File: config.mk
export PLATFORM = sky130hd
export DESIGN_NAME = div_period_meter
export DESIGN_NICKNAME = d
export VERILOG_FILES = /design/src/rtl/div_period_meter_pkg.sv /design/src/rtl/div_period_meter_sync_edge_detect.sv /design/src/rtl/div_period_meter.sv
export SDC_FILE = /design/constraint.sdc
export NUM_CORES = 1
export LEC_CHECK = 0
export ABC_AREA = 1
export BUFFER_PORTS_ARGS = -buffer_cell sky130_fd_sc_hd__buf_2
export CORE_UTILIZATION = 50
export DETAILED_ROUTE_END_ITERATION = 10
export GPL_TIMING_DRIVEN = 0
export MAX_ROUTING_LAYER = met4
export PLACE_DENSITY = 0.77
export SLEW_MARGIN = 20
export SYNTH_ARGS = -nofsm -noshare
export SYNTH_HDL_FRONTEND = slang
export SYNTH_SLANG_ARGS = --single-unit
File: constraint.sdc
create_clock -name clk -period 2.3 [get_ports clk]
set_input_delay 0.23 -clock clk [delete_from_list [all_inputs] [get_ports clk]]
set_output_delay 0.23 -clock clk [all_outputs]
set_load 0.01 [all_outputs]
File: src/rtl/div_period_meter_pkg.sv
// Shared types, widths and helpers for the divided-clock period meter.
// Everything the top and the synchronizer need to agree on lives here.
package div_period_meter_pkg;

  localparam int PERIOD_W = 6;
  localparam logic [PERIOD_W-1:0] PERIOD_SAT = 6'd63;

  typedef enum logic [1:0] {
    IDLE    = 2'd0,
    ARM     = 2'd1,
    MEASURE = 2'd2
  } state_t;

  // The companion divider rounds odd ratios up, so the period is 2*(n/2 + 1).
  function automatic logic [PERIOD_W-1:0] exp_period(input logic [3:0] ndiv);
    logic [PERIOD_W-1:0] half;
    half = ({2'b00, ndiv} >> 1) + 6'd1;
    return half << 1;
  endfunction

  function automatic logic [PERIOD_W-1:0] abs_diff(input logic [PERIOD_W-1:0] a,
                                                    input logic [PERIOD_W-1:0] b);
    return (a >= b) ? (a - b) : (b - a);
  endfunction

endpackage

File: src/rtl/div_period_meter_sync_edge_detect.sv
// Brings the asynchronous divided clock into the clk domain and emits a
// single-cycle registered pulse on each of its rising edges.
module sync_edge_detect
  import div_period_meter_pkg::*;
#(
  parameter int SYNC_STAGES = 2
) (
  input  logic clk,
  input  logic rst_n,
  input  logic sig_in,
  output logic edge_p
);

  logic [SYNC_STAGES-1:0] sync_q;
  logic                   sync_d;

  always_ff @(posedge clk or negedge rst_n) begin
    if (!rst_n) begin
      sync_q <= '0;
    end else begin
      sync_q <= {sync_q[SYNC_STAGES-2:0], sig_in};
    end
  end

  // Edge is taken only from the last synchronizer stage, never an earlier one.
  always_ff @(posedge clk or negedge rst_n) begin
    if (!rst_n) begin
      sync_d <= 1'b0;
      edge_p <= 1'b0;
    end else begin
      sync_d <= sync_q[SYNC_STAGES-1];
      edge_p <= sync_q[SYNC_STAGES-1] & ~sync_d;
    end
  end

endmodule

File: src/rtl/div_period_meter.sv
// Measures the period of a divided clock in clk cycles, flags missing edges
// and reports lock once the period matches the programmed divide ratio.
module div_period_meter
  import div_period_meter_pkg::*;
#(
  parameter int SYNC_STAGES = 2,
  parameter int LOCK_COUNT  = 4,
  parameter int TOL         = 1
) (
  input  logic                clk,
  input  logic                rst_n,
  input  logic                en,
  input  logic                sig_in,
  input  logic [3:0]          ndiv_exp,
  output logic [PERIOD_W-1:0] period,
  output logic                period_valid,
  output logic                overflow,
  output logic                locked
);

  localparam logic [3:0]          LOCK_MAX = 4'(LOCK_COUNT);
  localparam logic [PERIOD_W-1:0] TOL_V    = PERIOD_W'(TOL);

  logic                edge_p;
  state_t              state;
  logic [PERIOD_W-1:0] cnt;
  logic [3:0]          match_cnt;
  logic [3:0]          match_next;
  logic [3:0]          ndiv_q;
  logic [PERIOD_W-1:0] exp_per;
  logic                in_tol;
  logic                ndiv_chg;

  sync_edge_detect #(
    .SYNC_STAGES (SYNC_STAGES)
  ) u_sync_edge_detect (
    .clk    (clk),
    .rst_n  (rst_n),
    .sig_in (sig_in),
    .edge_p (edge_p)
  );

  assign exp_per  = exp_period(ndiv_exp);
  assign in_tol   = abs_diff(cnt, exp_per) <= TOL_V;
  assign ndiv_chg = ndiv_exp != ndiv_q;

  always_comb begin
    match_next = '0;
    if (in_tol) begin
      match_next = (match_cnt == LOCK_MAX) ? match_cnt : match_cnt + 4'd1;
    end
  end

  always_ff @(posedge clk or negedge rst_n) begin
    if (!rst_n) begin
      state        <= IDLE;
      cnt          <= '0;
      match_cnt    <= '0;
      ndiv_q       <= '0;
      period       <= '0;
      period_valid <= 1'b0;
      overflow     <= 1'b0;
      locked       <= 1'b0;
    end else begin
      period_valid <= 1'b0;
      ndiv_q       <= ndiv_exp;
      if (!en) begin
        state     <= IDLE;
        cnt       <= '0;
        match_cnt <= '0;
        locked    <= 1'b0;
        overflow  <= 1'b0;
      end else begin
        case (state)
          IDLE: state <= ARM;
          ARM: begin
            if (edge_p) begin
              cnt   <= 6'd1;
              state <= MEASURE;
            end
          end
          MEASURE: begin
            if (edge_p) begin
              period       <= cnt;
              period_valid <= 1'b1;
              cnt          <= 6'd1;
              overflow     <= 1'b0;
              match_cnt    <= match_next;
              locked       <= (match_next == LOCK_MAX);
            end else if (cnt == PERIOD_SAT) begin
              // No edge for a full counter span: the divider has stopped.
              overflow  <= 1'b1;
              locked    <= 1'b0;
              match_cnt <= '0;
              state     <= ARM;
            end else begin
              cnt <= cnt + 6'd1;
            end
          end
          default: state <= IDLE;
        endcase
        // A reprogrammed ratio invalidates the lock history but not the count.
        if (ndiv_chg) begin
          match_cnt <= '0;
          locked    <= 1'b0;
        end
      end
    end
  end

endmodule

Yosys cells after proc, flatten, opt, wreduce, memory -nomap -nowiden
Index checks and enable logic that the tools add are counted.
{"block": "classes", "n_addsub": 5, "n_lt_le_gt_ge": 2, "eq_ne": 15, "n_mux": 30, "bitwise_logic": 2, "n_reduce_logical": 6}
{"cell": "two-way mux 6 bit", "count": 5}
{"cell": "two-way mux 4 bit", "count": 7}
{"cell": "two-way mux 1 bit", "count": 12}
{"cell": "one-hot mux 6 bit (2 select lines)", "count": 1}
{"cell": "inequality test 3 x 1 -> 1 bit (second input constant)", "count": 3}
{"cell": "AND reduction 3 bit", "count": 3}
{"cell": "equality test 4 x 3 -> 1 bit (second input constant)", "count": 2}
{"cell": "two-way mux 2 bit", "count": 4}
{"cell": "adder 6 x 1 -> 6 bit (second input constant)", "count": 1}
{"cell": "equality test 6 bit (second input constant)", "count": 1}
{"cell": "greater-or-equal comparator 6 x 5 -> 1 bit", "count": 1}
{"cell": "<= comparator 6 x 1 -> 1 bit (second input constant)", "count": 1}
{"cell": "inequality test 3 bit (second input constant)", "count": 2}
{"cell": "one-hot mux 2 bit (3 select lines)", "count": 1}
{"cell": "subtractor 5 x 6 -> 6 bit", "count": 1}
{"cell": "subtractor 6 x 5 -> 6 bit", "count": 1}
{"cell": "adder 3 x 1 -> 4 bit (second input constant)", "count": 1}
{"cell": "adder 4 x 1 -> 4 bit (second input constant)", "count": 1}
{"cell": "inequality test 4 x 1 -> 1 bit (second input constant)", "count": 1}
{"cell": "inequality test 4 x 3 -> 1 bit (second input constant)", "count": 1}
{"cell": "inequality test 4 bit", "count": 1}
{"cell": "AND reduction 2 bit", "count": 2}
{"cell": "inequality test 3 x 2 -> 1 bit (second input constant)", "count": 1}
{"cell": "equality test 2 x 1 -> 1 bit (second input constant)", "count": 1}
{"cell": "other kinds (5)", "count": 5}
{"block": "word_totals", "ff_bits": 29, "input_bits": 8, "word_cells": 71}

Longest topological paths before layout
Gate-level depths: netlist of run 1.
{"block": "logic_depth", "depth_word": 10, "mapped_depth": 17, "ltp_nobuf": 17}

Cells and area by module
From an unflattened synthesis of run 1, not the netlist that was laid out.
{"block": "unflattened", "cells_unflattened": 229, "area_unflattened_um2": 1853.0}
{"mod": "div_period_meter", "instances": 1, "cells_each": 223, "area_each_um2": 1742.9, "seq_area_each_um2": 625.6}
{"mod": "sync_edge_detect", "instances": 1, "cells_each": 6, "area_each_um2": 110.1, "seq_area_each_um2": 100.1}

Worst setup path before layout of run 1
No wires, ideal clock.
{"block": "synth_path", "kind": "input to register", "from": "in ndiv_exp[1]", "to": "reg locked", "arrival_time_ns": 1.879, "t_required_ns": 2.235, "slack_ns": 0.356, "path_stages": 15, "path_buffers": 0, "cell_sequence": "ha_1 > xnor2_1 > inv_1 > ha_1 > a21oi_1 > nand2_1 > nand2_2 > nand2_2 > nand2_1 > nand3_1 > nand2_1 > nand2_1 > nor2_2 > nand3_1 > nand2_1"}
{"block": "synth_between", "elab_chain_len": 10}
{"element": "from (decl)", "line": "div_period_meter.sv:14", "source": "input logic [3:0] ndiv_exp,"}
{"element": "adder 3 x 1 -> 4 bit", "line": "div_period_meter_pkg.sv:17", "source": "half = ({2'b00, ndiv} >> 1) + 6'd1;"}
{"element": "subtractor 5 x 6 -> 6 bit, or another cell as far along", "line": "div_period_meter_pkg.sv:23", "source": "return (a >= b) ? (a - b) : (b - a);"}
{"element": "two-way mux 6 bit", "line": "div_period_meter_pkg.sv:23"}
{"element": "<= comparator 6 x 1 -> 1 bit", "line": "div_period_meter.sv:44", "source": "assign in_tol = abs_diff(cnt, exp_per) <= TOL_V;"}
{"element": "two-way mux 4 bit", "line": "div_period_meter.sv:49", "source": "if (in_tol) begin"}
{"element": "equality test 4 x 3 -> 1 bit", "line": "div_period_meter.sv:89", "source": "locked <= (match_next == LOCK_MAX);"}
{"element": "two-way mux 1 bit", "line": "div_period_meter.sv:83", "source": "if (edge_p) begin"}
{"element": "two-way mux 1 bit", "line": "div_period_meter.sv:74", "source": "case (state)"}
{"element": "two-way mux 1 bit", "line": "div_period_meter.sv:103", "source": "if (ndiv_chg) begin"}
{"element": "two-way mux 1 bit", "line": "div_period_meter.sv:67", "source": "if (!en) begin"}
{"element": "to (signal assigned)", "line": "div_period_meter.sv:89"}
{"element": "to (decl)", "line": "div_period_meter.sv:18", "source": "output logic locked"}
Several ways; a longest one is shown, not always the timed one. The select of a mux whose other input is x is not followed.
A chain may end at the register's enable or synchronous reset.

Worst setup path after layout of run 1
{"block": "layout_path", "from": "reg cnt[3]", "to": "reg locked"}
{"block": "layout_between", "elab_chain_len": 9}
{"element": "from (decl)", "line": "div_period_meter.sv:26", "source": "logic [PERIOD_W-1:0] cnt;"}
{"element": "from (signal assigned)", "line": "div_period_meter.sv:97", "source": "cnt <= cnt + 6'd1;"}
{"element": "subtractor 5 x 6 -> 6 bit, or another cell as far along", "line": "div_period_meter_pkg.sv:23"}
{"element": "two-way mux 6 bit", "line": "div_period_meter_pkg.sv:23"}
{"element": "<= comparator 6 x 1 -> 1 bit", "line": "div_period_meter.sv:44"}
{"element": "two-way mux 4 bit", "line": "div_period_meter.sv:49"}
{"element": "equality test 4 x 3 -> 1 bit", "line": "div_period_meter.sv:89"}
{"element": "two-way mux 1 bit", "line": "div_period_meter.sv:83"}
{"element": "two-way mux 1 bit", "line": "div_period_meter.sv:74"}
{"element": "two-way mux 1 bit", "line": "div_period_meter.sv:103"}
{"element": "two-way mux 1 bit", "line": "div_period_meter.sv:67"}
Several ways; a longest one is shown, not always the timed one. The select of a mux whose other input is x is not followed.

==> impl_metrics.env, run 1 <==
export IMPL_critPathArrivalTime_ns=2.36
export IMPL_gr_usage_met2_pct=34.6
export IMPL_io_buffers=16
export IMPL_critical_path_max_fanout=7
export IMPL_hp_class="input port to flop"
export IMPL_busiest_layer="met2"
export IMPL_detail_route_wl_per_cell_microns=11.7
export IMPL_insertedDiodeCount=0
export IMPL_outcome="finished clean"
export IMPL_fin_total_pwr_mw=1.30
export IMPL_dpl_instance_area_sq_um=1890
export IMPL_hold_worst_slack_ns=0.0188
export IMPL_rrSetupSlack_ns=0.22
export IMPL_grt_pass1_vias=1346
export IMPL_synth_seq_cells=29
export IMPL_cts_tree="yes"
export IMPL_cp_depth=13
export IMPL_number_of_buffers_created_by_cts=5
export IMPL_slowest_delay_ns=0.42
export IMPL_worst_endpoint_required_ns=2.58
export IMPL_buf_inv_on_cp=1
export IMPL_num_fill_cells=301
export IMPL_final_max_slew_violation_count=0
export IMPL_net_total_in_the_final_layout=262
export IMPL_critical_path_top_delay_family="simple AND/OR/NAND/NOR gates"
export IMPL_design_die_area_sq_um=3740
export IMPL_die_w_microns=61.1
export IMPL_grt_first_pass_wirelength_microns=5680
export IMPL_timing_fmax_mhz=481
export IMPL_post_route_period_util_pct=90.4
export IMPL_drt_iter0_drc=129
export IMPL_finish_cell_count_without_fillers=286
export IMPL_drv_max_cap_violation_count=0
export IMPL_power_density_nw_per_um2=663
export IMPL_htree_num_levels=2
export IMPL_grt_start_max_net_pins=30
export IMPL_clock_path_buffers=2
export IMPL_synth_area_sq_um=1750
export IMPL_yosysSeqAreaShare_pct=41.5
export IMPL_critical_path_class="flop to flop"
export IMPL_hold_start="ndiv_exp[0]"
export IMPL_drtAntennaViolNets=0
export IMPL_antenna_found_initial=0
export IMPL_layout_drive_gt1_share_pct=18.8
export IMPL_synthDistinctLibCells=29
export IMPL_design_area_sq_um=1970
export IMPL_numClockSinks=29
export IMPL_fp_row_count=21
export IMPL_end_kind="flop"
export IMPL_detailed_place_hpwl_microns=2510
export IMPL_synth_yosys_warnings=0
export IMPL_global_route_usage_total_pct=21.5
export IMPL_synthToLayoutAreaGrowth_pct=12.5
export IMPL_initial_core_util_pct=52.4
export IMPL_min_delay_path_depth=1
export IMPL_critPathMostFrequentCell="sky130_fd_sc_hd__nand2_1"
export IMPL_place_detailed_instances=276
export IMPL_num_io_pins=17
export IMPL_period_minus_slack_ns=2.08
export IMPL_routed_wl_microns=3330
export IMPL_vdd_drop_max_v=0.000482
export IMPL_clkTransAtPathRegs_ns=0.10
export IMPL_clk_insertion_delay_late_ns=0.34
export IMPL_finalHoldViolations=0
export IMPL_synthesis_area_per_instance_sq_um=8.17
export IMPL_critical_path_reg2reg_startpoint="cnt[3]$_DFFE_PN0P_"
export IMPL_detailroute_via_count=1448
export IMPL_worst_slew_pin_slew_ns=0.616
export IMPL_critical_path_cell_chain="inv_1 -> ha_1 -> a21oi_1 -> nand2_1 -> nand2_2 -> nand2_2 -> nand2_1 -> nand3_1 -> nand2_1 -> nand2_1 -> nor2_4 -> nand3_1 -> nand2_1"
export IMPL_clock_root_buffer="sky130_fd_sc_hd__clkbuf_4"
export IMPL_cp_slowest_cell="sky130_fd_sc_hd__dfrtp_1"
export IMPL_leakage_nw=0.987
export IMPL_worst_reg_to_reg_cells=13
export IMPL_postSynthCellCount=214
export IMPL_gp_congestion=0.827
export IMPL_rsz_0062_raised_after_global_routing="no"
export IMPL_synth_net_count=237
export IMPL_detail_route_drc_violations=0
export IMPL_met1_layer_usage_reported_by_global_route_pct=26.2
export IMPL_routed_via_density=5.06
export IMPL_floorplan_core_area_sq_um=3340
export IMPL_floorplan_die_height_microns=61.1
export IMPL_setup_viol=0
export IMPL_setup_worst_path_start_class="flop"
export IMPL_worst_case_clock_skew_ns=0.0138
export IMPL_grt_ovf=0
export IMPL_detailed_routing_iterations_pass_1=4
export IMPL_grt_util_met3_pct=5.25
export IMPL_worst_setup_path_startpoint="cnt[3]$_DFFE_PN0P_"
export IMPL_worst_slew_margin_rel_pct=58.9
==> registers in the layout, indices dropped and copies added, names as in the netlist <==
| register | cells |
|---|---|
| cnt | 6 |
| state | 2 |
| u_sync_edge_detect.sync_d | 1 |
| u_sync_edge_detect.sync_q | 2 |
| overflow | 1 |
| period | 6 |
| locked | 1 |
| u_sync_edge_detect.edge_p | 1 |
| ndiv_q | 4 |
| match_cnt | 4 |
| period_valid | 1 |
==> metal layers <==
metal | routed length [microns] | vias to the layer above
li1 | - | 745
met1 | 1550 | 663
met2 | 1590 | 32
met3 | 141 | 8
met4 | 55 | 0
met5 | 0 | -
==> what timing repair did <==
action                     4_1_cts  5_1_grt
hold endpoints to repair        30        0
setup endpoints to repair        0        5
buffers inserted                 0        0
gates resized for setup          0        4
hold buffers                     2        0
==> report_power, final <==
| group | switching, mW | total (mW) | internal (mW) |
|---|---|---|---|
| registers | 0.0406 | 0.621 | 0.580 |
| logic | 0.241 | 0.393 | 0.152 |
| clock network | 0.175 | 0.291 | 0.116 |
| total | 0.456 | 1.30 | 0.848 |
==> Yosys cell counts (all sizes together) <==
library cell | n | share of area [%]
nor3b | 1 | 0.43
inv | 33 | 7.1
fa | 2 | 2.3
nand3 | 17 | 4.9
o211ai | 3 | 1.3
o311ai | 1 | 0.50
a21oi | 11 | 3.1
ha | 13 | 9.3
xnor2 | 5 | 2.5
nor2 | 12 | 2.7
nor3 | 8 | 3.5
nand2 | 51 | 12
o21a | 1 | 0.43
dfrtp | 29 | 42
o22ai | 1 | 0.36
or2 | 3 | 1.2
o21ai | 18 | 5.2
clkbuf | 1 | 0.21
xor2 | 2 | 1.0
a211oi | 1 | 0.43
clkinv | 1 | 0.21
==> cell usage in the layout (no fill, tap or decap), drive strengths merged <==
| master | synthesis | final |
|---|---|---|
| a21oi | 11 | 11 |
| nor2 | 12 | 12 |
| buf | 0 | 16 |
| xnor2 | 5 | 5 |
| or2 | 3 | 3 |
| o21a | 1 | 1 |
| ha | 13 | 13 |
| o311ai | 1 | 1 |
| o21ai | 18 | 18 |
| o211ai | 3 | 3 |
| nand3 | 17 | 17 |
| o22ai | 1 | 1 |
| xor2 | 2 | 2 |
| nor3 | 8 | 8 |
| inv | 33 | 33 |
| dfrtp | 29 | 29 |
| a211oi | 1 | 1 |
| fa | 2 | 2 |
| clkbuf | 1 | 7 |
| dlygate4sd3 | 0 | 2 |
| nor3b | 1 | 1 |
| nand2 | 51 | 51 |
| clkinv | 1 | 3 |
==> final cells by class <==
cell class / instances / area, sq um / share of cell area (%)
timing repair buffer: 18 / 100 / 5.09
sequential: 29 / 726 / 36.9
clock buffer: 6 / 41.3 / 2.10
multi-input combinational: 150 / 901 / 45.8
buffer: 1 / 3.75 / 0.191
clock inverter: 2 / 10.0 / 0.509
inverter: 34 / 128 / 6.49
tap: 46 / 57.6 / 2.93
==> cell families (layout without fill, tap and decap cells) <==
group	Yosys count	after routing	share of synthesized area [%]
simple gates	92	92	24.6
compound gates	36	36	11.3
buf+inv	35	61	7.52
flops	29	29	41.5
fa+ha+maj	15	15	11.6
xor+xnor	7	7	3.51
==> through the flow <==
stage | setup WS (ns) | setup TNS, ns | utilization [%]
finish | 0.220 | 0 | 58.9
floorplan | 0.356 | 0 | -
global route | 0.0146 | 0 | 58.9
detailed placement | -0.101 | -0.423 | 56.5
global placement | -0.0862 | -0.358 | 56.5
CTS | 0.0753 | 0 | 58.6
==> final timing paths <==
path,to
hold / removal,ndiv_q[0]$_DFF_PN0_
min in group asynchronous,match_cnt[3]$_DFFE_PN0P_
max in group asynchronous,u_sync_edge_detect.edge_p$_DFF_PN0_
setup reg to reg,locked$_DFFE_PN0P_
setup / recovery,locked$_DFFE_PN0P_
hold reg to reg,u_sync_edge_detect.sync_q[1]$_DFF_PN0_
No activity file was read; power rests on OpenSTA's default activity.
==> run 2, diff against run 1 <==
ABC_AREA = not set   (was 1)
==> run 2 against run 1 <==
Area after synthesis up 2.9%. Cell count shrank 7.3%. Clock skew about the same. The flow now finishes with violations (negative setup slack). Core utilization is 5.3 points higher. Maximum frequency decreased by 18%. Sequential power decreased by 15%. Non-clock buffer count grew 15. Global-route usage increased by 2.0 points. Routed wire length increased by 19%.
==> impl_metrics.env, run 2 <==
export IMPL_synth_enable_flop_cells=0
export IMPL_layout_drive_gt1_share_pct=28.3
export IMPL_gp_congestion=0.902
export IMPL_synth_yosys_warnings=0
export IMPL_grt_ovf=0
export IMPL_critical_path_max_fanout=5
export IMPL_drv_max_cap_violation_count=0
export IMPL_outcome="finished, violations left"
export IMPL_clock_path_buffers=2
export IMPL_switchingPower_mw=0.281
export IMPL_postSynthCellCount=183
export IMPL_worst_case_clock_skew_ns=0.0136
export IMPL_synthToLayoutAreaGrowth_pct=21.0
export IMPL_critPathArrivalTime_ns=2.76
export IMPL_synth_top_cell_by_area="sky130_fd_sc_hd__dfrtp_1"
export IMPL_failed_checks="negative setup slack"
export IMPL_grt_first_pass_wirelength_microns=6130
export IMPL_fin_ws_ns=-0.249
export IMPL_post_synth_top_area_fraction_pct=40.4
export IMPL_internal_power_mw=0.853
export IMPL_htree_num_levels=2
export IMPL_insertedDiodeCount=0
export IMPL_routed_via_density=5.59
export IMPL_synthTopCellsByArea="sky130_fd_sc_hd__dfrtp_1 40%, sky130_fd_sc_hd__ha_1 9.0%, sky130_fd_sc_hd__xor2_1 4.4%"
export IMPL_num_io_pins=17
export IMPL_io_buffers=15
export IMPL_timing_fmax_mhz=392
export IMPL_routed_wl_microns=3980
export IMPL_number_of_buffers_created_by_cts=5
export IMPL_layout_cells_most_common_list="27 x sky130_fd_sc_hd__dfrtp_1, 15 x sky130_fd_sc_hd__nand2_1, 15 x sky130_fd_sc_hd__o21ai_0, 15 x sky130_fd_sc_hd__buf_2, 13 x sky130_fd_sc_hd__inv_1"
export IMPL_design_die_area_sq_um=3840
export IMPL_switching_share_pct=24.8
export IMPL_detail_route_drc_violations=0
export IMPL_synth_most_common_cell="sky130_fd_sc_hd__dfrtp_1"
export IMPL_worst_endpoint_required_ns=2.51
export IMPL_setup_viol=5
export IMPL_grt_start_max_net_pins=30
export IMPL_hp_class="input port to flop"
export IMPL_synth_seq_cells=29
export IMPL_layout_top_registers="cnt x6, period x6"
export IMPL_clock_root_buffer="sky130_fd_sc_hd__clkbuf_4"
export IMPL_seqPwrFrac_pct=46.7
export IMPL_post_synth_most_frequent_cells="29 x sky130_fd_sc_hd__dfrtp_1, 16 x sky130_fd_sc_hd__inv_1, 15 x sky130_fd_sc_hd__nand2_1, 15 x sky130_fd_sc_hd__o21ai_0, 13 x sky130_fd_sc_hd__ha_1"
export IMPL_clkTransAtPathRegs_ns=0.10
export IMPL_initial_core_util_pct=53.0
export IMPL_synth_net_count=206
export IMPL_setup_worst_path_start_class="flop"
export IMPL_drtAntennaViolNets=0
export IMPL_yosysSeqAreaShare_pct=40.4
export IMPL_clk_insertion_delay_late_ns=0.33
export IMPL_cts_tree="yes"
export IMPL_grt_pass1_vias=1364
export IMPL_vdd_drop_max_v=0.000568
export IMPL_antenna_found_initial=0
export IMPL_worst_slew_margin_rel_pct=57.7
export IMPL_period_minus_slack_ns=2.55
export IMPL_power_density_nw_per_um2=521
export IMPL_finalHoldViolations=0
export IMPL_end_kind="flop"
export IMPL_p_comb_share_pct=14.9
export IMPL_worst_slew_pin_slew_ns=0.635
export IMPL_floorplan_die_height_microns=62.0
export IMPL_synth_ff_type="sky130_fd_sc_hd__dfrtp_1"
export IMPL_synth_area_sq_um=1800
export IMPL_critical_path_class="flop to flop"
export IMPL_post_route_period_util_pct=111
export IMPL_fin_total_pwr_mw=1.13
export IMPL_rsz_0062_raised_after_global_routing="yes"
export IMPL_leakage_nw=0.997
export IMPL_final_max_slew_violation_count=0
export IMPL_die_w_microns=62.0
export IMPL_detailroute_via_count=1481
export IMPL_fp_row_count=21
export IMPL_floorplan_core_area_sq_um=3390
export IMPL_mostFrequentLayoutCell="sky130_fd_sc_hd__dfrtp_1"
export IMPL_clkPwrFrac_pct=38.4
export IMPL_detailed_place_hpwl_microns=2850
export IMPL_numClockSinks=29
export IMPL_setup_tns_ns=-0.914
export IMPL_detail_route_wl_per_cell_microns=15.0
export IMPL_net_total_in_the_final_layout=241
export IMPL_detailed_routing_iterations_pass_1=5
export IMPL_global_route_usage_total_pct=23.4
export IMPL_synthArstFlopShare_pct=100
export IMPL_synthesis_area_per_instance_sq_um=9.82
export IMPL_drt_iter0_drc=56
export IMPL_synthDistinctLibCells=46
run 2: layout make-up:
class | instances | area, sq um
fill | 268 | 1210
clock buffer | 7 | 55.1
clock inverter | 1 | 30.0
multi-input combinational | 132 | 1000
tap | 46 | 57.6
sequential | 29 | 728
timing repair buffer | 28 | 178
buffer | 6 | 63.8
inverter | 16 | 60.1
run 2: repair_timing:
| action | 4_1_cts | 5_1_grt |
|---|---|---|
| pin swaps | 1 | 8 |
| cloned | 0 | 0 |
| hold endpoints to repair | 29 | 1 |
| endpoints found under the setup margin | 5 | 5 |
| resized for setup | 1 | 8 |
| hold buffers | 1 | 1 |
| setup buffers | 5 | 6 |
run 2: through the flow:
stage	util (%)	hold WS [ns]	area, sq um	instances	setup slack (ns)
after CTS	61.5	0.00633	2080	258	-0.195
after floorplan	-	-0.0656	1820	183	-0.0290
after detailed placement	57.5	0.291	1950	244	-0.404
final	64.2	0.0212	2180	265	-0.249
after global routing	64.2	0.000321	2180	265	-0.326
after global placement	57.5	0.270	1950	244	-0.310
run 2: power by group through the flow:
| stage | Combinational [mW] | Sequential, mW | Clock, mW |
|---|---|---|---|
| final | 0.169 | 0.530 | 0.435 |
| after global routing | 0.186 | 0.531 | 0.465 |
| after CTS | 0.151 | 0.531 | 0.440 |
| after detailed placement | 0.146 | 0.541 | 0 |
| after global placement | 0.138 | 0.540 | 0 |
| after floorplan | 0.102 | 0.539 | 0 |
run 2: cell families after synthesis:
logic type,after synthesis,share of synthesized area (%)
adders and majority gates,15,11.3
AOI/OAI and AO/OA,42,16.5
buffers and inverters,22,6.89
muxes,2,1.18
DFF,29,40.4
xor gates and xnor gates,13,6.33
and+or+nand+nor,60,17.5
run 2: metal layers:
layer  vias to the layer above  routed length [microns]  GRT usage (%)
met5                         -                        0              -
met4                         0                       76           7.30
met3                        11                      149           6.21
met2                        45                     2060           38.0
met1                       711                     1700           28.5
li1                        714                        -              -
run 2: final timing paths:
kind	depth (start not counted)	slack [ns]	endpoint	startpoint
max	11	-0.25	match_cnt[0]$_DFFE_PN0P_	cnt[1]$_DFFE_PN0P_
max reg2reg	11	-0.25	match_cnt[0]$_DFFE_PN0P_	cnt[1]$_DFFE_PN0P_
min reg2reg	0	0.37	u_sync_edge_detect.sync_q[1]$_DFF_PN0_	u_sync_edge_detect.sync_q[0]$_DFF_PN0_
min in group asynchronous	2	0.44	period[0]$_DFFE_PN0P_	rst_n
min	1	0.02	ndiv_q[0]$_DFF_PN0_	ndiv_exp[0]
max in group asynchronous	2	1.40	cnt[2]$_DFFE_PN0P_	rst_n
run 2: critical path, stage by stage (launching register included):
cell and delay [ns]:
sky130_fd_sc_hd__dfrtp_1 0.40, sky130_fd_sc_hd__inv_2 0.10, sky130_fd_sc_hd__ha_4 0.14, sky130_fd_sc_hd__inv_2 0.04
sky130_fd_sc_hd__fa_2 0.39, sky130_fd_sc_hd__a21o_1 0.19, sky130_fd_sc_hd__a21oi_2 0.17, sky130_fd_sc_hd__xor2_2 0.20
sky130_fd_sc_hd__a2111oi_4 0.06, sky130_fd_sc_hd__a41oi_2 0.31, sky130_fd_sc_hd__nor2_4 0.10, sky130_fd_sc_hd__a221o_2 0.34
